<file path="src/rtl/biometrics_pkg.sv">
// Shared types for the biometrics capture path: session FSM states and the
// externally visible session mode encoding.
package biometrics_pkg;

    typedef enum logic [2:0] {
        ST_IDLE,
        ST_ENROLL,
        ST_DETECT,
        ST_WAIT_SCORE,
        ST_HOLD
    } session_state_t;

    localparam int MODE_W = 2;

    typedef enum logic [MODE_W-1:0] {
        MODE_IDLE   = 2'd0,
        MODE_ENROLL = 2'd1,
        MODE_DETECT = 2'd2
    } session_mode_t;

    function automatic logic is_capture(input session_state_t s);
        return (s == ST_ENROLL) || (s == ST_DETECT);
    endfunction

endpackage

</file>
<file path="src/rtl/frame_gate.sv">
// Whole-frame gate between the FFT stream and the feature extractor: frame
// alignment, handshake muxing, session frame counter and deferred abort.
module frame_gate
    import biometrics_pkg::*;
#(
    parameter int FRAMES = 32,
    parameter int CNT_W  = $clog2(FRAMES + 1)
) (
    input  logic             clk_in,
    input  logic             rst_n_in,
    input  session_state_t   state,
    input  logic             start,
    input  logic             abort_req,
    input  logic             fft_valid_in,
    input  logic             fft_last_in,
    input  logic             fe_ready_in,
    output logic             fft_ready_out,
    output logic             fe_valid_out,
    output logic             fe_last_out,
    output logic [CNT_W-1:0] frame_count,
    output logic             frame_done,
    output logic             abort_done
);

    localparam logic [CNT_W-1:0] FRAMES_C = CNT_W'(FRAMES);
    localparam logic [CNT_W-1:0] LAST_C   = CNT_W'(FRAMES - 1);

    logic cap;
    logic gate_open;
    logic accept;
    logic gated_acc;
    logic gated_last;
    logic aligned;
    logic in_frame;
    logic in_frame_nxt;
    logic gated_mid;
    logic mid_nxt;
    logic abort_pending;

    assign cap       = is_capture(state);
    assign gate_open = cap & aligned & (frame_count < FRAMES_C);

    // Closed gate keeps the FFT core flowing and drops its beats.
    assign fft_ready_out = gate_open ? fe_ready_in : 1'b1;
    assign fe_valid_out  = gate_open & fft_valid_in;
    assign fe_last_out   = gate_open & fft_last_in;

    assign accept       = fft_valid_in & fft_ready_out;
    assign gated_acc    = gate_open & accept;
    assign gated_last   = gated_acc & fft_last_in;
    assign in_frame_nxt = accept ? ~fft_last_in : in_frame;
    assign mid_nxt      = gated_acc ? ~fft_last_in : gated_mid;

    assign frame_done = gated_last & (frame_count == LAST_C);
    assign abort_done = cap & ((abort_req & ~mid_nxt) | (abort_pending & gated_last));

    always_ff @(posedge clk_in or negedge rst_n_in) begin
        if (!rst_n_in) begin
            in_frame      <= 1'b0;
            aligned       <= 1'b0;
            frame_count   <= '0;
            gated_mid     <= 1'b0;
            abort_pending <= 1'b0;
        end else begin
            in_frame <= in_frame_nxt;
            if (start) begin
                aligned       <= ~in_frame_nxt;
                frame_count   <= '0;
                gated_mid     <= 1'b0;
                abort_pending <= 1'b0;
            end else if (!cap) begin
                gated_mid     <= 1'b0;
                abort_pending <= 1'b0;
            end else begin
                if (accept && fft_last_in && !aligned)
                    aligned <= 1'b1;
                if (gated_last && frame_count < FRAMES_C)
                    frame_count <= frame_count + 1'b1;
                gated_mid <= mid_nxt;
                if (abort_req && mid_nxt)
                    abort_pending <= 1'b1;
                else if (gated_last)
                    abort_pending <= 1'b0;
            end
        end
    end

endmodule

</file>
<file path="src/rtl/voice_session_sequencer.sv">
// Session sequencer for the biometrics pipeline: enroll/detect FSM, idle
// timeout, detection hold, with the frame gate as a sub-block.
//
// state         | meaning
// ST_IDLE       | no session, waiting for enroll/detect request
// ST_ENROLL     | forwarding frames, template write enabled
// ST_DETECT     | forwarding frames for classification
// ST_WAIT_SCORE | all frames sent, waiting for classifier verdict
// ST_HOLD       | match reported, detected_out held high
module voice_session_sequencer
    import biometrics_pkg::*;
#(
    parameter int FRAMES_PER_SESSION = 32,
    parameter int TIMEOUT_CYCLES     = 100_000_000,
    parameter int HOLD_CYCLES        = 50_000_000
) (
    input  logic                                   clk_in,
    input  logic                                   rst_n_in,
    input  logic                                   enroll_req_in,
    input  logic                                   detect_req_in,
    input  logic                                   abort_in,
    input  logic                                   fft_valid_in,
    input  logic                                   fft_last_in,
    output logic                                   fft_ready_out,
    output logic                                   fe_valid_out,
    output logic                                   fe_last_out,
    input  logic                                   fe_ready_in,
    input  logic                                   score_valid_in,
    input  logic                                   score_match_in,
    output logic                                   write_enable_out,
    output logic [MODE_W-1:0]                      mode_out,
    output logic [$clog2(FRAMES_PER_SESSION+1)-1:0] frame_count_out,
    output logic                                   busy_out,
    output logic                                   detected_out,
    output logic                                   timeout_out
);

    localparam int CNT_W  = $clog2(FRAMES_PER_SESSION + 1);
    localparam int TMO_W  = $clog2(TIMEOUT_CYCLES + 1);
    localparam int HOLD_W = $clog2(HOLD_CYCLES + 1);

    session_state_t    state, state_nxt;
    session_mode_t     mode;
    logic [TMO_W-1:0]  tmo_cnt;
    logic [HOLD_W-1:0] hold_cnt;
    logic              start;
    logic              accept;
    logic              timed_state;
    logic              tmo_hit;
    logic              hold_done;
    logic              frame_done;
    logic              abort_done;

    assign start       = (state == ST_IDLE) & (enroll_req_in | detect_req_in);
    assign accept      = fft_valid_in & fft_ready_out;
    assign timed_state = is_capture(state) | (state == ST_WAIT_SCORE);
    assign tmo_hit     = timed_state & ~accept & (tmo_cnt == TMO_W'(TIMEOUT_CYCLES - 1));
    assign hold_done   = (hold_cnt == HOLD_W'(HOLD_CYCLES - 1));

    frame_gate #(
        .FRAMES (FRAMES_PER_SESSION),
        .CNT_W  (CNT_W)
    ) u_frame_gate (
        .clk_in        (clk_in),
        .rst_n_in      (rst_n_in),
        .state         (state),
        .start         (start),
        .abort_req     (abort_in),
        .fft_valid_in  (fft_valid_in),
        .fft_last_in   (fft_last_in),
        .fe_ready_in   (fe_ready_in),
        .fft_ready_out (fft_ready_out),
        .fe_valid_out  (fe_valid_out),
        .fe_last_out   (fe_last_out),
        .frame_count   (frame_count_out),
        .frame_done    (frame_done),
        .abort_done    (abort_done)
    );

    always_ff @(posedge clk_in or negedge rst_n_in) begin
        if (!rst_n_in) state <= ST_IDLE;
        else           state <= state_nxt;
    end

    always_comb begin
        state_nxt = state;
        case (state)
            ST_IDLE: begin
                if (enroll_req_in)      state_nxt = ST_ENROLL;
                else if (detect_req_in) state_nxt = ST_DETECT;
            end
            ST_ENROLL, ST_DETECT: begin
                if (abort_done || tmo_hit) state_nxt = ST_IDLE;
                else if (frame_done)       state_nxt = (state == ST_ENROLL) ? ST_IDLE : ST_WAIT_SCORE;
            end
            ST_WAIT_SCORE: begin
                if (abort_in || tmo_hit) state_nxt = ST_IDLE;
                else if (score_valid_in) state_nxt = score_match_in ? ST_HOLD : ST_IDLE;
            end
            ST_HOLD: begin
                if (abort_in || hold_done) state_nxt = ST_IDLE;
            end
            default: state_nxt = ST_IDLE;
        endcase
    end

    always_comb begin
        busy_out         = 1'b1;
        write_enable_out = 1'b0;
        detected_out     = 1'b0;
        mode             = MODE_DETECT;
        case (state)
            ST_IDLE: begin
                busy_out = 1'b0;
                mode     = MODE_IDLE;
            end
            ST_ENROLL: begin
                write_enable_out = 1'b1;
                mode             = MODE_ENROLL;
            end
            ST_HOLD:  detected_out = 1'b1;
            default: ;
        endcase
    end

    assign mode_out = mode;

    // Both counters restart on every state change, so they never wrap.
    always_ff @(posedge clk_in or negedge rst_n_in) begin
        if (!rst_n_in) begin
            tmo_cnt     <= '0;
            hold_cnt    <= '0;
            timeout_out <= 1'b0;
        end else begin
            timeout_out <= tmo_hit;
            if (state_nxt != state || accept)
                tmo_cnt <= '0;
            else if (timed_state)
                tmo_cnt <= tmo_cnt + 1'b1;
            if (state == ST_HOLD && state_nxt == ST_HOLD)
                hold_cnt <= hold_cnt + 1'b1;
            else
                hold_cnt <= '0;
        end
    end

endmodule

</file>
<file path="config.mk">
export PLATFORM = sky130hd
export DESIGN_NAME = voice_session_sequencer
export DESIGN_NICKNAME = d
export VERILOG_FILES = /design/src/rtl/biometrics_pkg.sv /design/src/rtl/frame_gate.sv /design/src/rtl/voice_session_sequencer.sv
export SDC_FILE = /design/constraint.sdc
export NUM_CORES = 1
export LEC_CHECK = 0
export BUFFER_PORTS_ARGS = -buffer_cell sky130_fd_sc_hd__buf_4
export CAP_MARGIN = 20
export CORE_MARGIN = 2
export CORE_UTILIZATION = 30
export CTS_CLUSTER_SIZE = 8
export DETAILED_ROUTE_END_ITERATION = 6
export PLACE_DENSITY = 0.41
export SLEW_MARGIN = 10
export SYNTH_ARGS = -nofsm -noshare
export SYNTH_HDL_FRONTEND = slang
export SYNTH_SLANG_ARGS = --single-unit
</file>
<file path="constraint.sdc">
create_clock -name clk_in -period 3.6 [get_ports clk_in]
set_clock_uncertainty 0.1 [all_clocks]
set_input_delay 0.18 -clock clk_in [delete_from_list [all_inputs] [get_ports clk_in]]
set_output_delay 0.18 -clock clk_in [all_outputs]
set_load 0.01 [all_outputs]
</file>
==> results of run 1 <==
[power by group]
part           switching [mW]  leakage (nW)  internal (mW)
clock                   0.332         0.162          0.640
sequential             0.0602         0.929          0.785
combinational           0.437         0.654          0.208
total                   0.829          1.74           1.63
[worst min-delay path, delay by kind of cell]
family	cells	cell delay, ns
AND/OR/NAND/NOR	1	0.11
AO/OA/AOI/OAI	1	0.10
buffers and inverters	1	0.09
[stage by stage]
step / util / hold slack [ns]
after floorplan: - / -0.2156
after global placement: 0.3330 / 0.2678
after detailed placement: 0.3330 / 0.2702
after CTS: 0.3611 / 0.06293
after global routing: 0.3611 / 0.1051
final: 0.3611 / 0.08670
[flip-flops by register name, summed over array words and instances (netlist names)]
signal and flops:
u_frame_gate.frame_count 6, u_frame_gate.gated_mid 1, hold_cnt 26, tmo_cnt 27
u_frame_gate.in_frame 1, u_frame_gate.abort_pending 1, state 3, timeout_out 1
u_frame_gate.aligned 1
[what timing repair did]
item / in CTS / in global routing
resized for setup: 0 / 0
endpoints found under the hold margin: 69 / 0
hold buffers: 3 / 0
[final timing paths]
kind,start,endpoint,slack (ns)
max,state[2]$_DFF_PN0_,tmo_cnt[13]$_DFFE_PN0P_,0.95
max in group asynchronous,rst_n_in,tmo_cnt[0]$_DFFE_PN0P_,2.40
min in group asynchronous,rst_n_in,hold_cnt[7]$_DFF_PN0_,0.42
min reg2reg,hold_cnt[0]$_DFF_PN0_,hold_cnt[0]$_DFF_PN0_,0.37
min,detect_req_in,state[1]$_DFF_PN0_,0.09
max reg2reg,state[2]$_DFF_PN0_,tmo_cnt[13]$_DFFE_PN0P_,0.95
[cell type report]
cell class	instances	area share
Multi-Input combinational cell	291	0.4528
Inverter	12	0.009844
Tap cell	172	0.04703
Clock buffer	11	0.05524
Sequential cell	67	0.3664
Timing Repair Buffer	31	0.05250
Clock inverter	4	0.01613
[kinds of logic (layout without fill, tap and decap cells)]
kind of cell	count (synthesis)	in the layout	synth area share
flip-flops	67	67	0.4306
multiplexers	4	4	0.01028
XOR/XNOR	53	53	0.1211
AND/OR/NAND/NOR	202	202	0.3255
adder cells (fa/ha/maj)	3	3	0.009641
AO/OA/AOI/OAI	29	29	0.06299
buffers and inverters	27	58	0.03984
[cell usage in the layout, fill, tap and decap left out, types with 2 or more instances in the layout]
cell type / Yosys / layout
buf_4: 3 / 28
nand2b_1: 4 / 4
mux2i_1: 4 / 4
nor2b_1: 2 / 2
xnor2_1: 28 / 28
bufinv_16: 0 / 2
or3_1: 2 / 2
and3_1: 10 / 10
clkbuf_8: 0 / 2
dlygate4sd3_1: 0 / 3
nor4_2: 22 / 22
ha_1: 3 / 3
dfrtp_1: 67 / 67
nand4_1: 16 / 16
and4_1: 7 / 7
nor4bb_1: 2 / 2
inv_1: 11 / 11
nor3_1: 15 / 15
nor4_1: 17 / 17
nor4b_1: 2 / 2
o21ai_0: 10 / 10
nor2_1: 42 / 42
xor2_1: 24 / 24
a21oi_1: 5 / 5
clkbuf_16: 0 / 9
nand3_1: 18 / 18
nand2_1: 30 / 30
or2_2: 2 / 2
or4b_4: 2 / 2
a31oi_1: 2 / 2
[layer usage]
layer  GRT usage  vias up  part of all wire
li1            -     1446                 -
met1      0.1836     1404              0.50
met2      0.2086       41              0.45
met3     0.04021       14             0.034
met4     0.05120        0             0.020
met5           0        -                 0
==> out/results.ini, run 1 <==
[clock_tree]
cts_tree=done
root_buffer=clkbuf_16
clock_path_buffers=2
cts_sinks=67
clkTransAtPathRegs_ns=0.06
cts_made_buffers=9
postCtsSetupBuffers=0
htreeDepth=3
clk_latency_ns=0.34

[timing]
tns_ns=0
slew_viol_final=0
setup_viol=0
fin_ws_ns=0.9459
timing.fmax_ghz=0.3768
relSlewSlack=0.4031
period_needed_ns=2.654
hold_violations=0
grt_setup_unrepaired=false
timing.final.crit_share=0.7373
tightest_slew_ns=0.8953

[grt]
grtUsageTotal=0.1370
grt_overflow=0
antenna_found_initial=0
grt_first_pass_wirelength_um=15320
grt_max_degree=68
grt_pass1_vias=3007

[placed_design]
dp_cells=570
port_buffers=24
place_hpwl_um=5758
gp_congestion=0.7901
dp_worst_setup_slack_ns=0.9110
dpl_cell_area_sq_mm=0.004219

[drt]
drcViolationCount=0
routed_wl_um=8987
viasPerCell=4.940
vias=2905
final_antenna_net_count=0
drtIter0Drc=145
wl_per_cell_um=15.28
drt_first_pass_iters=4

[yosys]
synth_seq_area_share=0.4306
ys_top_cells_by_area=dfrtp_1, nor4_2, xnor2_1
synthCells=385
syn-num-nets=398
synth_warnings=0
post-synth-top-count-cell=dfrtp_1
synth_top_cell_by_area=dfrtp_1
netlist_top_cells_count=dfrtp_1, nor2_1, nand2_1
synth-main-ff-cell=dfrtp_1
synth_top_area_frac=0.4306
synth-seq-cells=67
synth_area_sq_mm=0.003894
synth_edf_count=0
synth.avg_cell_area_sq_um=10.11
ys_types=52
async_reset_ff_frac=1.000

[critical_path]
cp_slowest_cell=dfrtp_1
crit_type=flop to flop
r2r_cells=6
crit_required_ns=3.70
worst-path-stages=6
crit_chain=o21bai_4, nor4_2, a41oi_1, a22oi_4, buf_4, nor4_1
crit_arrival_ns=2.75
critical_path.top_delay_family=compound AO/OA/AOI/OAI gates
slowest_delay_ns=0.56
cp_num_buf_inv=1
critical_path.startpoint_type=flop
cp_max_fo=27
critPathCaptureType=flop

[finish]
design_area_sq_mm=0.004576
drive_gt1_frac=0.1947
regArea_sq_mm=0.001677
nets=425
fill_cells=1300
multi_input_area_sq_mm=0.002072
syn2layout_area_growth_pct=17.51
n_antenna_cell=0
layout.cells.non_filler=588

[run]
drv_cap=0

[die]
num_io_pins=25
core-area_sq_mm=0.01267
dieArea_sq_mm=0.01391
start_util=0.3073
dieHeight_um=117.9
std_cell_rows=41
die_w_um=117.9

[power_and_ir_drop]
power.density_mw_per_mm2=538.1
ir_drop_mv=0.2225
power_leakage_nw=1.744
p_total_mw=2.462

[outcome]
status=finished clean

[hold_path]
min_path_cells=3
hp-class=input port to flop

No activity file was read; power rests on OpenSTA's default activity.
==> run 2: changes to the inputs <==
==> constraint.sdc (replaced) <==
create_clock -name clk_in -period 2.6 [get_ports clk_in]
set_clock_uncertainty 0.1 [all_clocks]
set_input_delay 0.13 -clock clk_in [delete_from_list [all_inputs] [get_ports clk_in]]
set_output_delay 0.13 -clock clk_in [all_outputs]
set_load 0.01 [all_outputs]
==> out/results.ini, run 2 (synthesis results as in run 1) <==
[drt]
viasPerCell=4.859  ; -1.6%
wl_per_cell_um=15.24  ; -0.26%
final_antenna_net_count=0  ; unchanged
drcViolationCount=0  ; unchanged
drt_first_pass_iters=4  ; unchanged
routed_wl_um=9086  ; +1.1%
vias=2896  ; -0.31%
drtIter0Drc=118  ; -19%

[clock_tree]
clk_latency_ns=0.34  ; about the same
htreeDepth=3  ; unchanged
cts_made_buffers=9  ; unchanged
cts_tree=done
postCtsSetupBuffers=0  ; unchanged
cts_sinks=67  ; unchanged
clkTransAtPathRegs_ns=0.06  ; about the same
cts_resized=0  ; unchanged
clock_path_buffers=2  ; unchanged
root_buffer=clkbuf_16

[die]
dieArea_sq_mm=0.01391  ; unchanged
std_cell_rows=41  ; unchanged
dieHeight_um=117.9  ; unchanged
die_w_um=117.9  ; unchanged
num_io_pins=25  ; unchanged
start_util=0.3073  ; unchanged
core-area_sq_mm=0.01267  ; unchanged

[timing]
fin_ws_ns=0.2634  ; -0.6824 ns
tns_ns=0  ; unchanged
timing.final.crit_share=0.8987  ; +0.1614
hold_violations=0  ; unchanged
period_needed_ns=2.337  ; -0.3176 ns
relSlewSlack=0.4036  ; +0.0005040
grt_setup_unrepaired=false
tightest_slew_ns=0.8946  ; -0.0007561 ns
whs_ns=0.05415  ; -0.03255 ns
timing.fmax_ghz=0.4280  ; +14%
slew_viol_final=0  ; unchanged
setup_viol=0  ; unchanged

[finish]
syn2layout_area_growth_pct=19.60
layout_common_cells=dfrtp_1, nor2_1, buf_4
nets=432  ; +1.6%
regArea_sq_mm=0.001677  ; unchanged
layout.cells.non_filler=596  ; +1.4%
regMostFlops=tmo_cnt
layout_commonest_cell=dfrtp_1
reg.largest.list=tmo_cnt x27, hold_cnt x26, u_frame_gate.frame_count x6
n_antenna_cell=0  ; unchanged
largest_reg_flops=27  ; unchanged
multi_input_area_sq_mm=0.002072  ; unchanged
fill_cells=1271  ; -2.2%
drive_gt1_frac=0.2099  ; +0.01519

[critical_path]
cp_slowest_cell=or4b_4
cp_num_buf_inv=1  ; unchanged
crit_type=flop to flop
crit_chain=or4b_4, nor4_4, nand3_1, a31o_1, buf_12, nor4_1
critical_path.top_delay_family=simple AND/OR/NAND/NOR gates
critPathCaptureType=flop
cp_max_fo=27  ; unchanged
critical_path.startpoint_type=flop
crit_arrival_ns=2.47  ; -0.28 ns
slowest_delay_ns=0.56  ; about the same
crit_required_ns=2.73  ; -0.97 ns

[power_and_ir_drop]
p_comb_frac=0.292  ; +0.030
netSwitchingFraction=0.3416  ; +0.004803
p_seq_frac=0.330  ; -0.013
switchingPower_mw=1.188  ; +43%
power_leakage_nw=1.791  ; +2.7%
p_int_mw=2.289  ; +40%
pwr-share-clk=0.378  ; -0.017
power.density_mw_per_mm2=746.5  ; +39%
ir_drop_mv=0.3865  ; +74%

[grt]
grtUsageTotal=0.1393  ; +0.002307
antenna_found_initial=0  ; unchanged
grt_pass1_vias=2912  ; -3.2%
grt_max_degree=68  ; unchanged
grt_first_pass_wirelength_um=15370  ; +0.31%
grt_overflow=0  ; unchanged

[outcome]
status=finished clean

[run]
drv_cap=0  ; unchanged

[placed_design]
port_buffers=24  ; unchanged
dp_cells=577  ; +1.2%
gp_congestion=0.7271  ; -8.0%
place_hpwl_um=6016  ; +4.5%
dp_worst_setup_slack_ns=0.2530  ; -0.6580 ns

[hold_path]
hp-class=input port to flop

-- run 2: routing by layer --
layer,vias to the layer above,GRT usage,part of all wire
li1,1461,-,-
met1,1394,0.1935,0.51
met2,33,0.2075,0.44
met3,8,0.04651,0.035
met4,0,0.03614,0.012
met5,-,0,0
-- run 2: metrics by stage --
stage               instance area, sq um  power (mW)    util
floorplan                           3894       1.871       -
global placement                    4309       2.184  0.3401
detailed placement                  4309       2.189  0.3401
CTS                                 4657       3.537  0.3675
global route                        4657       3.657  0.3675
finish                              4657       3.476  0.3675
-- run 2: final cells by class --
cell class | instances | share of cell area
Clock buffer | 9 | 0.04836
Clock inverter | 7 | 0.01988
Sequential cell | 67 | 0.3600
Tap cell | 172 | 0.04621
Timing Repair Buffer | 38 | 0.07093
Inverter | 12 | 0.009672
Multi-Input combinational cell | 291 | 0.4449
-- run 2: path summary, 6_finish.rpt --
path / from / to / slack [ns] / cells after the start
min in group asynchronous: rst_n_in / hold_cnt[7]$_DFF_PN0_ / 0.35 / 2
setup reg to reg: tmo_cnt[17]$_DFFE_PN0P_ / tmo_cnt[26]$_DFFE_PN0P_ / 0.26 / 6
max in group asynchronous: rst_n_in / tmo_cnt[14]$_DFFE_PN0P_ / 1.45 / 2
hold / removal: score_valid_in / state[2]$_DFF_PN0_ / 0.05 / 3
hold reg to reg: hold_cnt[0]$_DFF_PN0_ / hold_cnt[0]$_DFF_PN0_ / 0.37 / 1
setup / recovery: tmo_cnt[17]$_DFFE_PN0P_ / tmo_cnt[26]$_DFFE_PN0P_ / 0.26 / 6
-- run 2: tightest hold or removal path, delay by kind of cell --
kind,cells,cell delay [ns]
simple gates,1,0.11
compound gates,1,0.09
buf+inv,1,0.12
-- run 2: power groups by stage --
stage          combinational, mW  sequential [mW]  clock [mW]
2_1_floorplan              0.736             1.13           0
3_3_place_gp                1.02             1.17           0
3_5_place_dp                1.02             1.17           0
4_1_cts                     1.03             1.15        1.36
5_1_grt                     1.10             1.16        1.40
6_report                    1.01             1.15        1.31
-- run 2: repair_timing --
item | CTS | global route
setup endpoints to repair | 0 | 0
hold buffers | 3 | 0
endpoints found under the hold margin | 69 | 0
==> run 3: changes to the inputs <==
==> constraint.sdc (replaced) <==
create_clock -name clk_in -period 2.6 [get_ports clk_in]
set_clock_uncertainty 0.1 [all_clocks]
set_input_delay 0.39 -clock clk_in [delete_from_list [all_inputs] [get_ports clk_in]]
set_output_delay 0.39 -clock clk_in [all_outputs]
set_load 0.01 [all_outputs]
==> out/results.ini, run 3 (synthesis results as in run 1) <==
[outcome]
status=finished clean

[power_and_ir_drop]
power_leakage_nw=1.760  ; -1.7%
power.density_mw_per_mm2=714.7  ; -4.3%
ir_drop_mv=0.2761  ; -29%

[grt]
grt_max_degree=68  ; unchanged
grt_pass1_vias=2979  ; +2.3%
grt_first_pass_wirelength_um=15340  ; -0.18%
grt_overflow=0  ; unchanged
grtUsageTotal=0.1386  ; -0.0006605
antenna_found_initial=0  ; unchanged

[placed_design]
port_buffers=24  ; unchanged
place_hpwl_um=5906  ; -1.8%
dp_worst_setup_slack_ns=0.2711  ; +0.01818 ns
dpl_cell_area_sq_mm=0.004317  ; +0.17%
gp_congestion=0.7222  ; -0.67%

[clock_tree]
clkTransAtPathRegs_ns=0.05  ; about the same
cts_sinks=67  ; unchanged
clk_latency_ns=0.34  ; about the same
clock_path_buffers=2  ; unchanged
cts_tree=done
root_buffer=clkbuf_16
postCtsSetupBuffers=0  ; unchanged
hold_buffers=0  ; -3
cts_made_buffers=9  ; unchanged
cts_resized=0  ; unchanged
htreeDepth=3  ; unchanged

[critical_path]
critPathCaptureType=primary output
cp_slowest_cell=dfrtp_1
critical_path.startpoint_type=flop
crit_arrival_ns=1.89  ; -0.58 ns
crit_chain=xnor2_2, or2_2, or3_1, buf_4
worst-path-stages=4  ; -2
crit_required_ns=2.11  ; -0.62 ns
critical_path.top_delay_family=simple AND/OR/NAND/NOR gates
slowest_delay_ns=0.46  ; -0.10 ns
r2r_cells=6  ; unchanged
cp_max_fo=5  ; -81%
crit_type=flop to primary output
cp_num_buf_inv=1  ; unchanged

[timing]
hold_violations=0  ; unchanged
timing.final.crit_share=0.9153  ; +0.01664
fin_ws_ns=0.2201  ; -0.04328 ns
tightest_slew_ns=0.8907  ; -0.003901 ns
period_needed_ns=2.380  ; +0.04327 ns
slew_viol_final=0  ; unchanged
relSlewSlack=0.4062  ; +0.002600
timing.fmax_ghz=0.4202  ; -1.8%
setup_viol=0  ; unchanged
grt_setup_unrepaired=false
tns_ns=0  ; unchanged

[die]
num_io_pins=25  ; unchanged
core-area_sq_mm=0.01267  ; unchanged
die_w_um=117.9  ; unchanged
dieHeight_um=117.9  ; unchanged
std_cell_rows=41  ; unchanged
start_util=0.3073  ; unchanged
dieArea_sq_mm=0.01391  ; unchanged

[drt]
drcViolationCount=0  ; unchanged
wl_per_cell_um=15.12  ; -0.83%
drt_first_pass_iters=4  ; unchanged
drtIter0Drc=84  ; -29%
routed_wl_um=8980  ; -1.2%
viasPerCell=4.975  ; +2.4%
final_antenna_net_count=0  ; unchanged
vias=2955  ; +2.0%

[finish]
drive_gt1_frac=0.2062  ; -0.003745
largest_reg_flops=27  ; unchanged
regMostFlops=tmo_cnt
nets=430  ; -0.46%
design_area_sq_mm=0.004591  ; -1.4%
syn2layout_area_growth_pct=17.90
layout_commonest_cell=dfrtp_1
layout_common_cells=dfrtp_1, nor2_1, buf_4
reg.largest.list=tmo_cnt x27, hold_cnt x26, u_frame_gate.frame_count x6
n_antenna_cell=0  ; unchanged

[hold_path]
hp-class=input port to asynchronous set/reset pin

[run]
drv_cap=0  ; unchanged

run 3: final timing paths:
kind | startpoint | to | slack, ns
min | rst_n_in | hold_cnt[9]$_DFF_PN0_ | 0.07
max in group asynchronous | rst_n_in | tmo_cnt[11]$_DFFE_PN0P_ | 1.74
min reg2reg | hold_cnt[0]$_DFF_PN0_ | hold_cnt[0]$_DFF_PN0_ | 0.37
max reg2reg | tmo_cnt[17]$_DFFE_PN0P_ | tmo_cnt[26]$_DFFE_PN0P_ | 0.31
max | state[1]$_DFF_PN0_ | fft_ready_out | 0.22
min in group clk_in | fft_last_in | u_frame_gate.in_frame$_DFF_PN0_ | 0.20
run 3: power by group:
group | internal (mW) | leakage, nW | switching [mW]
Sequential | 1.09 | 0.929 | 0.0594
Combinational | 0.361 | 0.694 | 0.634
Clock | 0.695 | 0.137 | 0.443
run 3: through the flow:
stage          utilization  total power, mW  hold slack (ns)  cells
5_1_grt             0.3623            3.460           0.1636    594
6_report            0.3623            3.281          0.06642    594
3_5_place_dp        0.3407            2.177           0.3682    578
3_3_place_gp        0.3407            2.176           0.3593    578
4_1_cts             0.3623            3.348           0.1133    594
2_1_floorplan            -            1.871        -0.005591    385
run 3: cell type report:
type | count | area (sq um)
Fill cell | 1306 | 8080
Multi-Input combinational cell | 291 | 2072
Sequential cell | 67 | 1677
Tap cell | 172 | 215.2
Clock inverter | 2 | 10.01
Inverter | 12 | 45.04
Clock buffer | 14 | 264.0
Timing Repair Buffer | 36 | 307.8
run 3: per-layer routing:
metal,share of wire,wire length [um],track usage
met2,0.45,4040,0.2039
met5,0,0,0
met1,0.51,4551,0.1905
met4,0.018,158,0.06401
met3,0.026,230,0.03488
